`config.mk`:
```
export PLATFORM = sky130hd
export DESIGN_NAME = sysid_regfile_slave
export DESIGN_NICKNAME = d
export VERILOG_FILES = /design/src/rtl/sysid_regfile_slave.sv
export SDC_FILE = /design/constraint.sdc
export NUM_CORES = 1
export LEC_CHECK = 0
export ABC_AREA = 1
export CORE_MARGIN = 8
export CORE_UTILIZATION = 56
export CTS_CLUSTER_DIAMETER = 40
export DETAILED_ROUTE_END_ITERATION = 16
export DONT_BUFFER_PORTS = 1
export HOLD_SLACK_MARGIN = 0.15
export PLACE_DENSITY = 0.75
export SYNTH_ARGS = -nofsm -noshare
export SYNTH_HDL_FRONTEND = slang
export SYNTH_SLANG_ARGS = --single-unit
```
`constraint.sdc`:
```
create_clock -name clock -period 0.8 [get_ports clock]
set_input_delay 0.16 -clock clock [delete_from_list [all_inputs] [get_ports clock]]
set_output_delay 0.16 -clock clock [all_outputs]
set_load 0.03 [all_outputs]
```
`src/rtl/sysid_regfile_slave.sv`:
```
// System identity register file on Avalon-MM: ID, timestamp, capability word, scratch register,
// fixed-latency pipelined reads. Optional 64-bit uptime counter is enabled with SYSID_UPTIME_EN.
module sysid_regfile_slave #(
   parameter logic [31:0] SYSTEM_ID     = 32'h0000_0000,
   parameter logic [31:0] TIMESTAMP     = 32'd1457289839,
   parameter logic [15:0] VERSION       = 16'h0002,
   parameter int          READ_LATENCY  = 1,
   parameter logic [31:0] SCRATCH_RESET = 32'h0000_0000
) (
   input  logic        clock,
   input  logic        reset_n,
   input  logic [2:0]  address,
   input  logic        read,
   input  logic        write,
   input  logic [31:0] writedata,
   output logic [31:0] readdata,
   output logic        readdatavalid
);

   generate
      if (READ_LATENCY < 1 || READ_LATENCY > 3) begin : g_bad_latency
         $error("sysid_regfile_slave: READ_LATENCY must be in 1..3");
      end
   endgenerate

   localparam logic [2:0] ADDR_ID      = 3'd0;
   localparam logic [2:0] ADDR_TS      = 3'd1;
   localparam logic [2:0] ADDR_CAP     = 3'd2;
   localparam logic [2:0] ADDR_SCRATCH = 3'd3;
   localparam logic [2:0] ADDR_UP_LO   = 3'd4;
   localparam logic [2:0] ADDR_UP_HI   = 3'd5;

`ifdef SYSID_UPTIME_EN
   localparam logic UPTIME_PRESENT = 1'b1;
`else
   localparam logic UPTIME_PRESENT = 1'b0;
`endif

   localparam logic [31:0] CAP_WORD = {VERSION, 8'(READ_LATENCY), 7'b0, UPTIME_PRESENT};

   // A read colliding with a write is dropped; the write still lands.
   logic rd_accept;
   logic wr_scratch;

   assign rd_accept  = read & ~write;
   assign wr_scratch = write && (address == ADDR_SCRATCH);

   logic [31:0] scratch;

   always_ff @(posedge clock or negedge reset_n) begin
      if (!reset_n) begin
         scratch <= SCRATCH_RESET;
      end else if (wr_scratch) begin
         scratch <= writedata;
      end
   end

   logic [31:0] uptime_lo;
   logic [31:0] uptime_hi_word;

`ifdef SYSID_UPTIME_EN
   logic [63:0] uptime;
   logic [31:0] uptime_hi_snapshot;

   // The high word is only ever returned from the snapshot taken with the low word.
   always_ff @(posedge clock or negedge reset_n) begin
      if (!reset_n) begin
         uptime             <= 64'd0;
         uptime_hi_snapshot <= 32'd0;
      end else begin
         uptime <= uptime + 64'd1;
         if (rd_accept && (address == ADDR_UP_LO)) begin
            uptime_hi_snapshot <= uptime[63:32];
         end
      end
   end

   assign uptime_lo      = uptime[31:0];
   assign uptime_hi_word = uptime_hi_snapshot;
`else
   assign uptime_lo      = 32'd0;
   assign uptime_hi_word = 32'd0;
`endif

   logic [31:0] rd_word;

   always_comb begin
      rd_word = 32'd0;
      case (address)
         ADDR_ID:      rd_word = SYSTEM_ID;
         ADDR_TS:      rd_word = TIMESTAMP;
         ADDR_CAP:     rd_word = CAP_WORD;
         ADDR_SCRATCH: rd_word = scratch;
         ADDR_UP_LO:   rd_word = uptime_lo;
         ADDR_UP_HI:   rd_word = uptime_hi_word;
         default:      rd_word = 32'd0;
      endcase
   end

   // Stage 0 captures at the accept edge; the last stage is the output register and
   // only loads on a valid response, so readdata holds between pulses.
   logic [READ_LATENCY-1:0] pipe_v;
   logic [31:0]             pipe_d [READ_LATENCY];

   always_ff @(posedge clock or negedge reset_n) begin
      if (!reset_n) begin
         pipe_v <= '0;
         for (int i = 0; i < READ_LATENCY; i++) begin
            pipe_d[i] <= 32'd0;
         end
      end else begin
         pipe_v[0] <= rd_accept;
         if (rd_accept) begin
            pipe_d[0] <= rd_word;
         end
         for (int i = 1; i < READ_LATENCY; i++) begin
            pipe_v[i] <= pipe_v[i-1];
            if (pipe_v[i-1]) begin
               pipe_d[i] <= pipe_d[i-1];
            end
         end
      end
   end

   assign readdata      = pipe_d[READ_LATENCY-1];
   assign readdatavalid = pipe_v[READ_LATENCY-1];

endmodule

```
==> results.toml, run 1 <==
[grt]
grt_antenna_before_repair = 0
grt_usage_pct = 21.07
grt_max_degree = 66
use_met1_pct = 23.46
top_usage_layer = "met2"
grt.overflow.total = 0
grt_pass1_vias = 2422
use_met2_pct = 35.26
grt_pass1_wl_um = 11890
met3_usage_pct = 7.163

[cells_and_area]
final_cell_mix = "nand2_1, dfrtp_1, nand3_1"
final_nets = 428
final_util_pct = 88.48
drive_gt1_share_pct = 27.41
fillers = 225
layout_commonest_cell = "nand2_1"
final_cell_area_um2 = 4151
area_growth_syn_to_layout_pct = 53.47
antenna_cells = 0

[die]
fp.dieW_um = 85.50
rows = 25
core_um2 = 4692
die_h_um = 85.50
start_util_pct = 57.65
dieArea_um2 = 7310
num_io_pins = 72

[cts]
cts_tree = "yes"
cts.htree.levels = 3
cts.clk_slew.worst_paths_ns = 0.07
clock-sinks = 65
insertion_delay_ns = 0.34
numCtsBuffers = 9
clk_path_buf_depth = 2
clockRootBuffer = "clkbuf_8"

[worst_setup_path]
crit_chain = "buf_12"
cp-start-kind = "flip-flop"
critical-path-slowest-cell = "dfrtp_1"
r2r-start = "readdata[22]$_DFFE_PN0P_"
worst-setup-path-type = "reg2out"
crit_family = "flip-flops"
r2r_slack_ns = 0
end_kind = "output port"
r2r-end = "readdata[22]$_DFFE_PN0P_"
r2r_cells = 3
critPathBufInv = 1
crit_path_max_incr_delay_ns = 0.43
critPathArrivalTime_ns = 0.93
cp_max_fo = 2
crit_required_ns = 0.64

[routing]
dr.pass1.iters = 4
avgViaCountPerCell = 5.357
vias = 2400
routed_wl_um = 7345
final_antenna_net_count = 0
routedWlPerCell_um = 16.40
drtIter0Drc = 153
route.detailed.drc = 0

[pwr]
power_density_nw_per_um2 = 2094
p_sw_w = 0.002407
p_leak_nw = 2.078
swShare_pct = 27.69
p_comb_share_pct = 22.2
seqPwrFrac_pct = 46.8
internal-power_w = 0.006287
clkPwrFrac_pct = 30.9
ir_worst_vdd_mv = 1.749

[placed_design]
dp_hpwl_um = 4470
preCtsSetupSlack_ns = -0.2605
gp_congestion = 0.7811
port_buffers = 0
placed_area_um2 = 3415

[yosys]
ys_seq_area_share_pct = 60.13
synthTopCellsByArea = "dfrtp_1, nand2_1, nand3_1"
synth_seq_cells = 65
syn_inst = 300
syn-cell-area_um2 = 2705
synth_top_area_share_pct = 60.13
synth_cell_type_count = 17
avgSynthCellArea_um2 = 9.017
synth_area_leader_cell = "dfrtp_1"
synth.net_count = 339
ys_warn_count = 0

[status]
run_status = "complete, but fails checks"
failed_checks = "negative hold slack, negative setup slack"

[sta]
worst_hold_slack_ns = -0.4922
timing.final.ws_setup_ns = -0.2868
finalMaxSlewViolations = 0
setup_viol = 47
fin_crit_sh_pct = 135.8
period_needed_ns = 1.087
maxSlewHeadroom_pct = 76.04
tightest_slew_ns = 0.3594
rsz0062_at_grt = "yes"
skew_ns = 0.01229
fmax_mhz = 920.1
hold_viol = 75

[job]
cap_viol_max_count = 0

[worst_hold_path]
hold_path_class = "in2async"
## worst max-delay path by stage
stage	from	end	slack [ns]	cells after the start
floorplan	read	readdata[11]$_DFFE_PN0P_	-0.02	6
global placement	read	readdata[30]$_DFFE_PN0P_	-0.17	5
detailed placement	read	readdata[24]$_DFFE_PN0P_	-0.26	5
CTS	readdata[26]$_DFFE_PN0P_	readdata[26]	-0.29	1
global route	readdata[28]$_DFFE_PN0P_	readdata[28]	-0.31	1
finish	readdata[9]$_DFFE_PN0P_	readdata[9]	-0.29	1
## layer usage
metal,wire length [um],vias up
met5,0,-
met4,118,0
met3,554,11
met2,3889,99
met1,2782,1152
li1,-,1138
## cells in the mapped netlist
library cell	count
o21ai_2	7
nand2_4	1
nand3_1	39
o21ai_1	17
dfrtp_1	65
o21ai_0	2
nand2_1	126
buf_4	4
clkbuf_1	1
buf_6	4
nand2_2	1
nor2_4	1
buf_2	8
nor2_8	1
inv_1	2
inv_2	4
nor2_1	17
## area by class of cell
cell class                 instances  area, um2  share of cell area, %
clock inverter                     3      40.04                 0.9644
sequential                        65       1628                  39.21
multi-input combinational        212      983.4                  23.69
inverter                           6      27.53                 0.6631
timing repair buffer              95       1256                  30.26
tap                               54      67.56                  1.627
clock buffer                      13      148.9                  3.587
## power groups by stage
stage                     logic, W  registers, W  clock network [W]
after floorplan           0.000608       0.00427                  0
after global placement     0.00154       0.00410                  0
after detailed placement   0.00160       0.00411                  0
after CTS                  0.00181       0.00406            0.00273
after global routing       0.00207       0.00412            0.00287
final                      0.00193       0.00407            0.00269
## state kept, by name (all words and copies together), names as in the netlist
name,flops
readdata,32
readdatavalid,1
scratch,32
## per-stage QoR
step	TNS (ns)	power [W]	std cells	hold WS, ns
floorplan	-0.4413	0.004874	300	-0.1356
global placement	-8.081	0.005640	379	-0.1328
detailed placement	-10.01	0.005714	379	-0.1335
CTS	-11.62	0.008593	437	-0.5064
global route	-12.76	0.009062	448	-0.5123
finish	-11.56	0.008693	448	-0.4922
## kinds of logic after synthesis
logic type      count (synthesis)  synth area share (%)
compound gates                 26                 5.782
buf+inv                        23                 5.226
flops                          65                 60.13
simple gates                  186                 28.86
## what timing repair did
action	4_1_cts	5_1_grt
resized for setup	2	24
endpoints found under the setup margin	33	51
pin swaps	0	2
hold buffers	33	1
setup buffers	9	13
endpoints found under the hold margin	117	89
(Power assumes the default switching activity.)
==> run 2: changes to the inputs <==
--- a/config.mk
+++ b/config.mk
@@ -12,7 +12,8 @@
 export DETAILED_ROUTE_END_ITERATION = 16
 export DONT_BUFFER_PORTS = 1
 export HOLD_SLACK_MARGIN = 0.15
-export PLACE_DENSITY = 0.75
+export MAX_ROUTING_LAYER = met4
+export PLACE_DENSITY_LB_ADDON = 0.15
 export SYNTH_ARGS = -nofsm -noshare
 export SYNTH_HDL_FRONTEND = slang
 export SYNTH_SLANG_ARGS = --single-unit
==> results.toml, run 2 (synthesis gave the netlist of run 1 again) <==
[status]
run_status = "complete, but fails checks"
failed_checks = "negative hold slack, negative setup slack"

[worst_hold_path]
hold_path_class = "in2async"

[sta]
fin_crit_sh_pct = 135.7
rsz0062_at_grt = "yes"
finalMaxSlewViolations = 0
worst_hold_slack_ns = -0.4953
timing.final.ws_setup_ns = -0.2855
skew_ns = 0.008857
period_needed_ns = 1.085
fmax_mhz = 921.3
hold_viol = 75
tightest_slew_ns = 0.3696
tns_ns = -8.772
maxSlewHeadroom_pct = 75.36
setup_viol = 38

[routing]
routed_wl_um = 7611
final_antenna_net_count = 0
route.detailed.drc = 0
routedWlPerCell_um = 16.84
dr.pass1.iters = 5
vias = 2440
avgViaCountPerCell = 5.398
drtIter0Drc = 149

[worst_setup_path]
critical-path-slowest-cell = "dfrtp_1"
end_kind = "output port"
crit_chain = "buf_12"
critPathArrivalTime_ns = 0.93
crit_required_ns = 0.64
worst-setup-path-type = "reg2out"
critPathBufInv = 1
cp_max_fo = 2
cp-start-kind = "flip-flop"
crit_family = "flip-flops"
crit_path_max_incr_delay_ns = 0.43

[pwr]
power_density_nw_per_um2 = 2207
p_leak_nw = 2.120
seqPwrFrac_pct = 43.9
internal-power_w = 0.006808
p_sw_w = 0.002502
clkPwrFrac_pct = 35.0
ir_worst_vdd_mv = 2.417
p_comb_share_pct = 21.1
swShare_pct = 26.87

[cells_and_area]
fillers = 192
final_util_pct = 89.89
final_nets = 432
final_cell_area_um2 = 4218
antenna_cells = 0
final_cell_mix = "nand2_1, dfrtp_1, nand3_1"
area_growth_syn_to_layout_pct = 55.92
seq_area_um2 = 1628
drive_gt1_share_pct = 27.89
layout_commonest_cell = "nand2_1"
multi_input_area_um2 = 973.4

[placed_design]
port_buffers = 0
dp_hpwl_um = 4324
placed_area_um2 = 3415
preCtsSetupSlack_ns = -0.2379
gp_congestion = 0.7953

[grt]
grt_pass1_vias = 2411
grt_usage_pct = 20.74
grt_antenna_before_repair = 0
grt.overflow.total = 0
grt_pass1_wl_um = 11510
grt_max_degree = 66

[die]
dieArea_um2 = 7310
rows = 25
num_io_pins = 72
core_um2 = 4692
die_h_um = 85.50
fp.dieW_um = 85.50
start_util_pct = 57.65

[job]
cap_viol_max_count = 0

[cts]
insertion_delay_ns = 0.34
clockRootBuffer = "clkbuf_8"
numCtsBuffers = 9
cts.clk_slew.worst_paths_ns = 0.07
clk_path_buf_depth = 2
clock-sinks = 65
cts.htree.levels = 3
cts_tree = "yes"
run 2: cell types whose count changed in the layout (fill, tap and decap cells not counted), sizes merged:
cell and delta:
clkbuf -1, bufinv +1, buf +4
run 2: final cells by class:
class	instances	share of cell area, %
tap	54	1.602
multi-input combinational	212	23.08
timing repair buffer	99	30.41
sequential	65	38.59
clock buffer	12	3.916
inverter	6	0.6526
clock inverter	4	1.750
run 2: routing by layer:
metal  GRT usage, %  wire [um]  up-vias
li1               -          -     1147
met5              -          0        -
met1          22.77       2989     1167
met2          33.99       3924      112
met3          8.118        572       14
met4          6.529        125        0
run 2: worst paths after layout:
check,from,end,slack [ns],cells after the start
worst max-delay path,readdata[11]$_DFFE_PN0P_,readdata[11],-0.29,1
worst min-delay path,reset_n,scratch[19]$_DFFE_PN0P_,-0.50,0
worst max register to register,readdata[3]$_DFFE_PN0P_,readdata[3]$_DFFE_PN0P_,-0.02,3
worst min register to register,scratch[8]$_DFFE_PN0P_,scratch[8]$_DFFE_PN0P_,0.48,2
max in group asynchronous,reset_n,scratch[12]$_DFFE_PN0P_,1.20,0
min in group clock,address[0],readdata[15]$_DFFE_PN0P_,-0.04,2
run 2: timing repair:
action                                  4_1_cts  5_1_grt
endpoints found under the setup margin       33       50
resized for setup                             3       17
hold buffers                                 33        1
endpoints found under the hold margin       117       85
cloned                                        0        0
pin swaps                                     0        1
buffers inserted                              7       19
run 2: power groups by stage:
stage / logic, W / registers (W) / clock network [W]
finish: 0.00196 / 0.00409 / 0.00326
global route: 0.00212 / 0.00412 / 0.00342
CTS: 0.00179 / 0.00406 / 0.00327
detailed placement: 0.00159 / 0.00412 / 0
global placement: 0.00155 / 0.00410 / 0
floorplan: 0.000608 / 0.00427 / 0
run 2: per-stage QoR:
step	hold WS, ns	cells	total power (W)
detailed placement	-0.1342	379	0.005710
CTS	-0.5013	435	0.009129
global route	-0.5123	452	0.009663
global placement	-0.1334	379	0.005649
finish	-0.4953	452	0.009310
floorplan	-0.1356	300	0.004874
==> run 3: changes to the inputs <==
--- a/config.mk
+++ b/config.mk
@@ -7,7 +7,8 @@
 export LEC_CHECK = 0
 export ABC_AREA = 1
 export CORE_MARGIN = 8
-export CORE_UTILIZATION = 56
+export CORE_UTILIZATION = 59
+export CTS_BUF_LIST = sky130_fd_sc_hd__clkbuf_4 sky130_fd_sc_hd__clkbuf_8
 export CTS_CLUSTER_DIAMETER = 40
 export DETAILED_ROUTE_END_ITERATION = 16
 export DONT_BUFFER_PORTS = 1
==> results.toml, run 3 (synthesis gave the netlist of run 1 again) <==
[cts]
cts.htree.levels = 3
clockRootBuffer = "clkbuf_8"
numCtsBuffers = 9
cts_tree = "yes"
cts_hold_buf = 33
clock-sinks = 65
insertion_delay_ns = 0.35
cts.clk_slew.worst_paths_ns = 0.08
clk_path_buf_depth = 2

[worst_setup_path]
crit_path_max_incr_delay_ns = 0.46
crit_family = "flip-flops"
worst-setup-path-type = "reg2out"
path_depth = 1
r2r_cells = 3
critPathBufInv = 1
critPathArrivalTime_ns = 0.99
critical-path-slowest-cell = "dfrtp_1"
cp-start-kind = "flip-flop"
crit_required_ns = 0.64
crit_chain = "buf_12"
cp_max_fo = 2
end_kind = "output port"

[pwr]
power_density_nw_per_um2 = 2179
ir_worst_vdd_mv = 1.974
swShare_pct = 30.52
p_sw_w = 0.002750
clkPwrFrac_pct = 31.1
power.total_w = 0.009012
p_comb_share_pct = 22.9
p_leak_nw = 2.064
seqPwrFrac_pct = 46.0
internal-power_w = 0.006262

[grt]
grt_usage_pct = 23.00
grt_pass1_vias = 2525
grt_antenna_before_repair = 0
grt_pass1_wl_um = 12580
grt.overflow.total = 0
grt_max_degree = 66

[sta]
finalMaxSlewViolations = 0
period_needed_ns = 1.146
maxSlewHeadroom_pct = 72.25
setup_viol = 40
skew_ns = 0.01143
timing.final.ws_setup_ns = -0.3459
fmax_mhz = 872.7
fin_crit_sh_pct = 143.2
rsz0062_at_grt = "yes"
worst_hold_slack_ns = -0.4979
tightest_slew_ns = 0.4162
hold_viol = 75

[placed_design]
port_buffers = 0
preCtsSetupSlack_ns = -0.2492
placed_area_um2 = 3405
gp_congestion = 0.7649
dp_hpwl_um = 4347

[die]
core_um2 = 4384
rows = 24
fp.dieW_um = 83.71
die_h_um = 83.71
start_util_pct = 61.70
dieArea_um2 = 7007
num_io_pins = 72

[routing]
avgViaCountPerCell = 6.245
routedWlPerCell_um = 22.08
vias = 2748
drtIter0Drc = 293
final_antenna_net_count = 0
route.detailed.drc = 0
dr.pass1.iters = 6
routed_wl_um = 9715

[cells_and_area]
fillers = 128
final_nets = 422
layout_commonest_cell = "nand2_1"
final_cell_area_um2 = 4136
final_cell_mix = "nand2_1, dfrtp_1, nand3_1"
seq_area_um2 = 1628
area_growth_syn_to_layout_pct = 52.91
multi_input_area_um2 = 1002
antenna_cells = 0
drive_gt1_share_pct = 27.32

[job]
cap_viol_max_count = 0

[status]
failed_checks = "negative hold slack, negative setup slack"
run_status = "complete, but fails checks"

[worst_hold_path]
hold_path_class = "in2async"
run 3: cell count changes in the layout (fill, tap and decap cells not counted), moves of 3 or more:
cell      change
buf_4        -13
buf_6         +3
clkinv_2      +3
o21ai_1       -3
o21ai_2       +3
run 3: final cells by class:
class | count | area share (%)
tap | 52 | 1.573
sequential | 65 | 39.35
multi-input combinational | 212 | 24.23
clock buffer | 10 | 3.327
inverter | 6 | 0.6655
clock inverter | 6 | 1.391
timing repair buffer | 89 | 29.46
run 3: path summary, 6_finish.rpt:
kind,from,slack [ns],end
setup / recovery,readdata[9]$_DFFE_PN0P_,-0.35,readdata[9]
hold / removal,reset_n,-0.50,readdata[27]$_DFFE_PN0P_
setup reg to reg,readdata[1]$_DFFE_PN0P_,-0.03,readdata[1]$_DFFE_PN0P_
hold reg to reg,scratch[19]$_DFFE_PN0P_,0.48,scratch[19]$_DFFE_PN0P_
max in group asynchronous,reset_n,1.18,scratch[21]$_DFFE_PN0P_
min in group clock,address[0],-0.04,readdata[31]$_DFFE_PN0P_
run 3: worst register-to-register path: stages, from the launching register on:
cell,delay [ns]
dfrtp_1,0.42
buf_4,0.16
nand2_1,0.08
o21ai_1,0.07
run 3: power groups by stage:
stage          clock (W)  combinational (W)  sequential, W
3_3_place_gp           0            0.00154        0.00410
5_1_grt          0.00293            0.00217        0.00417
3_5_place_dp           0            0.00159        0.00411
2_1_floorplan          0           0.000608        0.00427
6_report         0.00280            0.00206        0.00415
4_1_cts          0.00277            0.00181        0.00406
run 3: what timing repair did:
item / CTS / global route
hold endpoints to repair: 120 / 82
pin swaps: 0 / 2
setup buffers: 10 / 7
endpoints found under the setup margin: 33 / 47
gates resized for setup: 4 / 27
run 3: stage by stage:
stage	cells	setup TNS, ns	util, %
2_1_floorplan	300	-0.4413	-
3_3_place_gp	376	-7.769	77.65
5_1_grt	440	-10.24	94.35
4_1_cts	435	-9.096	91.58
3_5_place_dp	376	-9.615	77.65
6_report	440	-9.281	94.35
run 3: metal layers:
metal,up-vias,global-route usage [%],wire (um)
met1,1316,23.77,3161
met4,0,10.05,633
met2,255,39.44,4858
met5,-,-,0
li1,1115,-,-
met3,62,6.934,1062
